**src/rtl/param_mod_counter.sv**
```systemverilog
// Loadable up/down modulo counter with runtime limit, terminal-count and wrap flags,
// sticky overflow and an optional stop-at-terminal mode.
module param_mod_counter #(
    parameter int WIDTH      = 8,
    parameter bit STOP_AT_TC = 1'b0
) (
    input  logic             clk,
    input  logic             reset,
    input  logic             en,
    input  logic             clear,
    input  logic             load,
    input  logic [WIDTH-1:0] load_val,
    input  logic             up_dn,
    input  logic [WIDTH-1:0] modulo,
    input  logic             ovf_clr,
    output logic [WIDTH-1:0] count,
    output logic             tc,
    output logic             wrap,
    output logic             ovf,
    output logic             done
);

    logic [WIDTH-1:0] count_next;
    logic [WIDTH-1:0] load_clamped;
    logic             wrap_evt;
    logic             stop_evt;
    logic             at_term;
    logic             step;

    assign at_term      = up_dn ? (count == modulo) : (count == '0);
    assign step         = en && !clear && !load && !done;
    assign tc           = en && !clear && !load && (at_term || done);
    assign load_clamped = (load_val > modulo) ? modulo : load_val;

    // Next value of one enabled step; only consumed when step is high.
    always_comb begin
        // NOTE: every output of this block gets a default first, so no path leaves
        // a signal unassigned and no latch is inferred.
        count_next = count;
        wrap_evt   = 1'b0;
        stop_evt   = 1'b0;
        if (up_dn) begin
            if (count < modulo) begin
                count_next = count + 1'b1;
            end else if (STOP_AT_TC) begin
                count_next = modulo;
                stop_evt   = 1'b1;
            end else begin
                count_next = '0;
                wrap_evt   = 1'b1;
            end
        end else begin
            if (count > modulo) begin
                count_next = modulo;
            end else if (count == '0) begin
                if (STOP_AT_TC) begin
                    stop_evt = 1'b1;
                end else begin
                    count_next = modulo;
                    wrap_evt   = 1'b1;
                end
            end else begin
                count_next = count - 1'b1;
            end
        end
    end

    // NOTE: state registers use non-blocking assignments so every flop samples
    // pre-edge values; the asynchronous reset sits in the sensitivity list.
    always_ff @(posedge clk or posedge reset) begin
        if (reset) begin
            count <= '0;
            wrap  <= 1'b0;
            ovf   <= 1'b0;
            done  <= 1'b0;
        end else if (clear) begin
            count <= '0;
            wrap  <= 1'b0;
            ovf   <= 1'b0;
            done  <= 1'b0;
        end else begin
            wrap <= 1'b0;
            if (load) begin
                count <= load_clamped;
                done  <= 1'b0;
            end else if (step) begin
                count <= count_next;
                wrap  <= wrap_evt;
                if (stop_evt) begin
                    done <= 1'b1;
                end
            end
            // A wrap in the same cycle wins over an overflow clear request.
            if (step && wrap_evt) begin
                ovf <= 1'b1;
            end else if (ovf_clr) begin
                ovf <= 1'b0;
            end
        end
    end

endmodule

```
**config.mk**
```make
export PLATFORM = sky130hd
export DESIGN_NAME = param_mod_counter
export DESIGN_NICKNAME = d
export VERILOG_FILES = /design/src/rtl/param_mod_counter.sv
export SDC_FILE = /design/constraint.sdc
export NUM_CORES = 1
export LEC_CHECK = 0
export BUFFER_PORTS_ARGS = -buffer_cell sky130_fd_sc_hd__buf_2
export CAP_MARGIN = 20
export CORE_AREA = 4 4 70 53
export DETAILED_ROUTE_END_ITERATION = 16
export DIE_AREA = 0 0 74 57
export MAX_ROUTING_LAYER = met4
export PLACE_DENSITY = 0.73
export SYNTH_ARGS = -nofsm -noshare
export SYNTH_HDL_FRONTEND = slang
export SYNTH_SLANG_ARGS = --single-unit
```
**constraint.sdc**
```tcl
create_clock -name clk -period 2.7 [get_ports clk]
set_input_delay 0.405 -clock clk [delete_from_list [all_inputs] [get_ports clk]]
set_output_delay 0.405 -clock clk [all_outputs]
set_load 0.01 [all_outputs]
```
==> impl_metrics.env, run 1 <==
export IMPL_grt_max_degree=16
export IMPL_async_reset_ff_share_pct=100.0
export IMPL_relSlewSlack_pct=59.50
export IMPL_cp_max_fo=8
export IMPL_post_place_ws_ns=0.2141
export IMPL_start_util_pct=47.80
export IMPL_crit_arrival_ns=2.00
export IMPL_antenna_cells=0
export IMPL_worstPathRequired_ns=2.30
export IMPL_clkLatencyLatePin_ns=0.24
export IMPL_ys_seq_area_share_pct=17.21
export IMPL_num_vias=1451
export IMPL_synthTopCellsByArea="dfrtp_1 17%, ha_1 16%, nor2_1 5.9%"
export IMPL_antenna_found_initial=0
export IMPL_first_pass_iters=5
export IMPL_viasPerCell=5.690
export IMPL_ir_drop_mv=0.2836
export IMPL_worst_pin_slew_ns=0.6052
export IMPL_setup_viol=0
export IMPL_drive_gt1_share_pct=27.19
export IMPL_cts_resized=0
export IMPL_drv_cap=0
export IMPL_yosys_warnings=0
export IMPL_grt_usage_pct=21.07
export IMPL_syn_nets=226
export IMPL_power_total_mw=0.7759
export IMPL_grt_pass1_wl_um=6637
export IMPL_cts_inserted_buffers=3
export IMPL_syn_inst=184
export IMPL_routed_wl_um=3999
export IMPL_drtIter0Drc=154
export IMPL_chipWidth_um=74
export IMPL_nets=260
export IMPL_yosysTopAreaCellShare_pct=17.21
export IMPL_hold_path_class="input pin to async pin"
export IMPL_wl_per_cell_um=15.68
export IMPL_hold_viol=0
export IMPL_cts_tree="done"
export IMPL_setup_tns_ns=0
export IMPL_min_period_over_period_pct=88.91
export IMPL_synth_cell_area_um2=1454
export IMPL_core_rowCount=17
export IMPL_slew_viol_final=0
export IMPL_synth_seq_cells=10
export IMPL_rsz0062_at_grt="false"
export IMPL_hpwl_um=3307
export IMPL_grt_pass1_vias=1297
export IMPL_die_y_um=57
export IMPL_synth_most_common_cell="nor2_1"
export IMPL_gp_congestion=0.9692
export IMPL_startpoint_type="flop"
export IMPL_cts_buffer_depth=2
export IMPL_synth_edf_count=0
export IMPL_synth_top_cells_by_count="23 x nor2_1, 19 x ha_1, 16 x a21oi_1, 13 x inv_1, 12 x nand2_1"
export IMPL_num_io_pins=35
export IMPL_detail_route_antenna_nets=0
export IMPL_cts_max_level=1
export IMPL_die_area_um2=4218
export IMPL_endpoint_kind="output port"
export IMPL_numClockSinks=10
export IMPL_drc=0
export IMPL_skew_ns=0.002662
export IMPL_status="finished, final reports clean"
export IMPL_cts_setup_buffers=0
export IMPL_yosysTopAreaCell="dfrtp_1"
export IMPL_clkSlewWorstSetupHoldPaths_ns=0.05
export IMPL_syn2layout_area_growth_pct=17.47
export IMPL_fin_crit_ns=2.401
export IMPL_synth_cell_types=46
export IMPL_fp_coreArea_um2=3042
export IMPL_worstSetupPathType="flop to output port"
export IMPL_setup_slack_ns=0.2994
export IMPL_cts_root_buf="clkbuf_8"
export IMPL_port_buffers=33
export IMPL_synth_avg_cell_area_um2=7.902
export IMPL_synthFlopType="dfrtp_1"
export IMPL_timing_fmax_mhz=416.6
export IMPL_grt_overflow=0
export IMPL_p_leak_nw=0.8624
export IMPL_holdBufCountCts=0
export IMPL_power_density_nw_per_um2=454.3
## through the flow
stage	instance area [um2]	hold slack [ns]	util, %	instances
after floorplan	1454	0.2452	-	184
after global placement	1653	0.4092	54.34	251
after detailed placement	1653	0.4201	54.34	251
after CTS	1708	0.1515	56.15	255
after global routing	1708	0.1786	56.15	255
final	1708	0.1344	56.15	255
## flip-flops by register name (all words and copies together), names as in the netlist
name / cells
count: 8
ovf: 1
wrap: 1
## power breakdown
part | internal (mW) | total (mW) | switching, mW | leakage, nW
sequential | 0.164 | 0.178 | 0.0139 | 0.133
combinational | 0.176 | 0.400 | 0.224 | 0.701
clock | 0.129 | 0.198 | 0.0689 | 0.0288
total | 0.469 | 0.776 | 0.307 | 0.862
## area by class of cell
type / count / area (um2)
Sequential cell: 10 / 250.2
Inverter: 13 / 48.80
Clock buffer: 4 / 55.05
Tap cell: 38 / 47.55
Fill cell: 289 / 1334
Timing Repair Buffer: 41 / 225.2
Multi-Input combinational cell: 149 / 1081
## worst max-delay path, stage by stage, from the launching register on
cell,delay [ns]
dfrtp_1,0.43
buf_4,0.20
nor4_4,0.38
nand3_4,0.16
nor2_1,0.27
a21oi_1,0.09
nor2_1,0.09
buf_2,0.13
## kinds of logic (layout without fill, tap and decap cells)
| group | after synthesis | count (layout) | share of synthesized area (%) |
|---|---|---|---|
| AO/OA/AOI/OAI | 56 | 56 | 27.11 |
| XOR/XNOR | 9 | 9 | 5.422 |
| adder cells (fa/ha/maj) | 19 | 19 | 16.35 |
| buffers and inverters | 25 | 58 | 8.434 |
| flip-flops | 10 | 10 | 17.21 |
| multiplexers | 6 | 6 | 4.303 |
| other | 1 | 1 | 0.2579 |
| AND/OR/NAND/NOR | 58 | 58 | 20.91 |
## routing by layer
metal / up-vias / share of wire [%] / GRT usage, %
met5: - / 0 / -
met4: 0 / 0.70 / 4.910
met3: 4 / 11 / 3.521
met2: 70 / 40 / 27.02
met1: 649 / 48 / 33.37
li1: 728 / - / -
## worst paths after layout
| check | from | to | slack (ns) | cells after the start |
|---|---|---|---|---|
| worst max-delay path | count[2] | tc | 0.30 | 7 |
| worst min-delay path | reset | wrap | 0.13 | 2 |
| worst max register to register | count[7] | count[4] | 0.49 | 7 |
| worst min register to register | ovf | ovf | 0.47 | 1 |
| max in group asynchronous | reset | count[1] | 2.28 | 2 |
| min in group clk | ovf_clr | ovf | 0.46 | 3 |
## layout by cell type (no fill, tap or decap), types with 6 or more instances in the layout
cell type,count
dfrtp_1,10
nor2_1,23
nand2_1,12
inv_1,13
buf_2,33
ha_1,19
buf_4,8
xnor2_1,6
a21oi_1,16
No activity file was read; power rests on OpenSTA's default activity.
==> inputs of run 2 (changes only) <==
- BUFFER_PORTS_ARGS: -buffer_cell sky130_fd_sc_hd__buf_2 -> -buffer_cell sky130_fd_sc_hd__buf_4
==> run 2 against run 1 <==
Core utilization up 2.5 points. Flip-flop and latch count stayed put. Non-clock buffer count fell by 1. Power is 2.5% higher. Final cell count is 0.39% lower. Critical endpoint unchanged. Highest routed layer unchanged. Sequential share of layout area shrank 0.62 points.
==> impl_metrics.env, run 2 (synthesis gave the netlist of run 1 again) <==
export IMPL_status="finished, final reports clean"
export IMPL_drtIter0Drc=84
export IMPL_placed_cells=250
export IMPL_setup_tns_ns=0
export IMPL_num_io_pins=35
export IMPL_top_regs="count (8), ovf (1), wrap (1)"
export IMPL_routed_wl_um=4220
export IMPL_nets=259
export IMPL_endpoint_kind="output port"
export IMPL_setup_viol=0
export IMPL_cts_setup_buffers=0
export IMPL_final_util_pct=58.62
export IMPL_registers_top_by_ff_count="count"
export IMPL_numClockSinks=10
export IMPL_crit_family="simple AND/OR/NAND/NOR gates"
export IMPL_core_rowCount=17
export IMPL_port_buffers=33
export IMPL_slew_viol_final=0
export IMPL_hpwl_um=3408
export IMPL_drv_cap=0
export IMPL_holdBufCountCts=0
export IMPL_cts_inserted_buffers=3
export IMPL_timing_fmax_mhz=427.6
export IMPL_power_density_nw_per_um2=446.1
export IMPL_start_util_pct=47.80
export IMPL_detail_route_antenna_nets=0
export IMPL_skew_ns=0.004960
export IMPL_viasPerCell=5.925
export IMPL_final_common_cell="buf_4"
export IMPL_min_period_over_period_pct=86.61
export IMPL_post_place_ws_ns=0.2202
export IMPL_fin_crit_ns=2.339
export IMPL_grt_max_degree=16
export IMPL_dpl_cell_area_um2=1728
export IMPL_num_vias=1505
export IMPL_relSlewSlack_pct=55.01
export IMPL_drc=0
export IMPL_nFillCells=273
export IMPL_crit_arrival_ns=1.93
export IMPL_cts_max_level=1
export IMPL_gp_congestion=0.9216
export IMPL_grt_pass1_wl_um=6810
export IMPL_grt_usage_pct=21.30
export IMPL_power_total_mw=0.7954
export IMPL_chipWidth_um=74
export IMPL_cp_max_fo=11
export IMPL_fin_area_um2=1783
export IMPL_grt_overflow=0
export IMPL_first_pass_iters=5
export IMPL_worst_pin_slew_ns=0.6724
export IMPL_worstSetupPathType="flop to output port"
export IMPL_path_buf_inv=1
export IMPL_crit_chain="nor4_4, nand3_4, nor2_1, a21oi_1, nor2_1, buf_4"
export IMPL_cp_common_cell="nor2_1"
export IMPL_cts_root_buf="clkbuf_8"
export IMPL_cts_buffer_depth=2
export IMPL_grt_pass1_vias=1420
export IMPL_cts_tree="done"
export IMPL_p_leak_nw=0.8778
export IMPL_drive_gt1_share_pct=26.85
export IMPL_cts_resized=0
export IMPL_startpoint_type="flop"
export IMPL_slowest_delay_ns=0.53
export IMPL_whs_ns=0.1571
export IMPL_clkLatencyLatePin_ns=0.25
export IMPL_stdcell_count=254
export IMPL_die_y_um=57
export IMPL_ir_drop_mv=0.3067
export IMPL_rsz0062_at_grt="false"
export IMPL_fp_coreArea_um2=3042
export IMPL_worstPathRequired_ns=2.30
export IMPL_antenna_cells=0
export IMPL_largest_reg_flops=8
export IMPL_die_area_um2=4218
export IMPL_hold_path_class="input pin to async pin"
export IMPL_setup_slack_ns=0.3614
export IMPL_wl_per_cell_um=16.61
export IMPL_syn2layout_area_growth_pct=22.63
export IMPL_final_cell_mix="40 x buf_4, 23 x nor2_1, 19 x ha_1, 16 x a21oi_1, 13 x inv_1"
export IMPL_hold_viol=0
export IMPL_cp_slowest_cell="dfrtp_1"
export IMPL_clkSlewWorstSetupHoldPaths_ns=0.05
export IMPL_antenna_found_initial=0
run 2: cell types whose count changed in the layout (fill, tap and decap cells not counted):
cell | before | now
buf_2 | 33 | 0
buf_4 | 8 | 40
run 2: worst paths after layout:
path	from	endpoint	slack (ns)	depth (start not counted)
setup / recovery	count[2]	tc	0.36	6
setup reg to reg	count[0]	count[1]	0.42	9
min in group clk	load	count[1]	0.45	2
max in group asynchronous	reset	count[3]	2.24	2
hold reg to reg	ovf	ovf	0.48	1
hold / removal	reset	count[4]	0.16	2
run 2: layout make-up:
type | count | area [um2] | area share (%)
Clock buffer | 4 | 55.05 | 3.088
Inverter | 13 | 48.80 | 2.737
Multi-Input combinational cell | 149 | 1081 | 60.63
Sequential cell | 10 | 250.2 | 14.04
Tap cell | 38 | 47.55 | 2.667
Timing Repair Buffer | 40 | 300.3 | 16.84
run 2: per-layer routing:
| layer | part of all wire, % | GRT usage [%] | vias to the layer above |
|---|---|---|---|
| met4 | 0.21 | 3.618 | 0 |
| met3 | 8.5 | 3.873 | 2 |
| met5 | 0 | - | - |
| met2 | 44 | 32.20 | 63 |
| li1 | - | - | 726 |
| met1 | 47 | 29.98 | 714 |
run 2: power breakdown:
group	internal, mW	leakage [nW]	switching, mW
Clock	0.129	0.0288	0.0699
Combinational	0.190	0.716	0.221
Sequential	0.164	0.133	0.0211
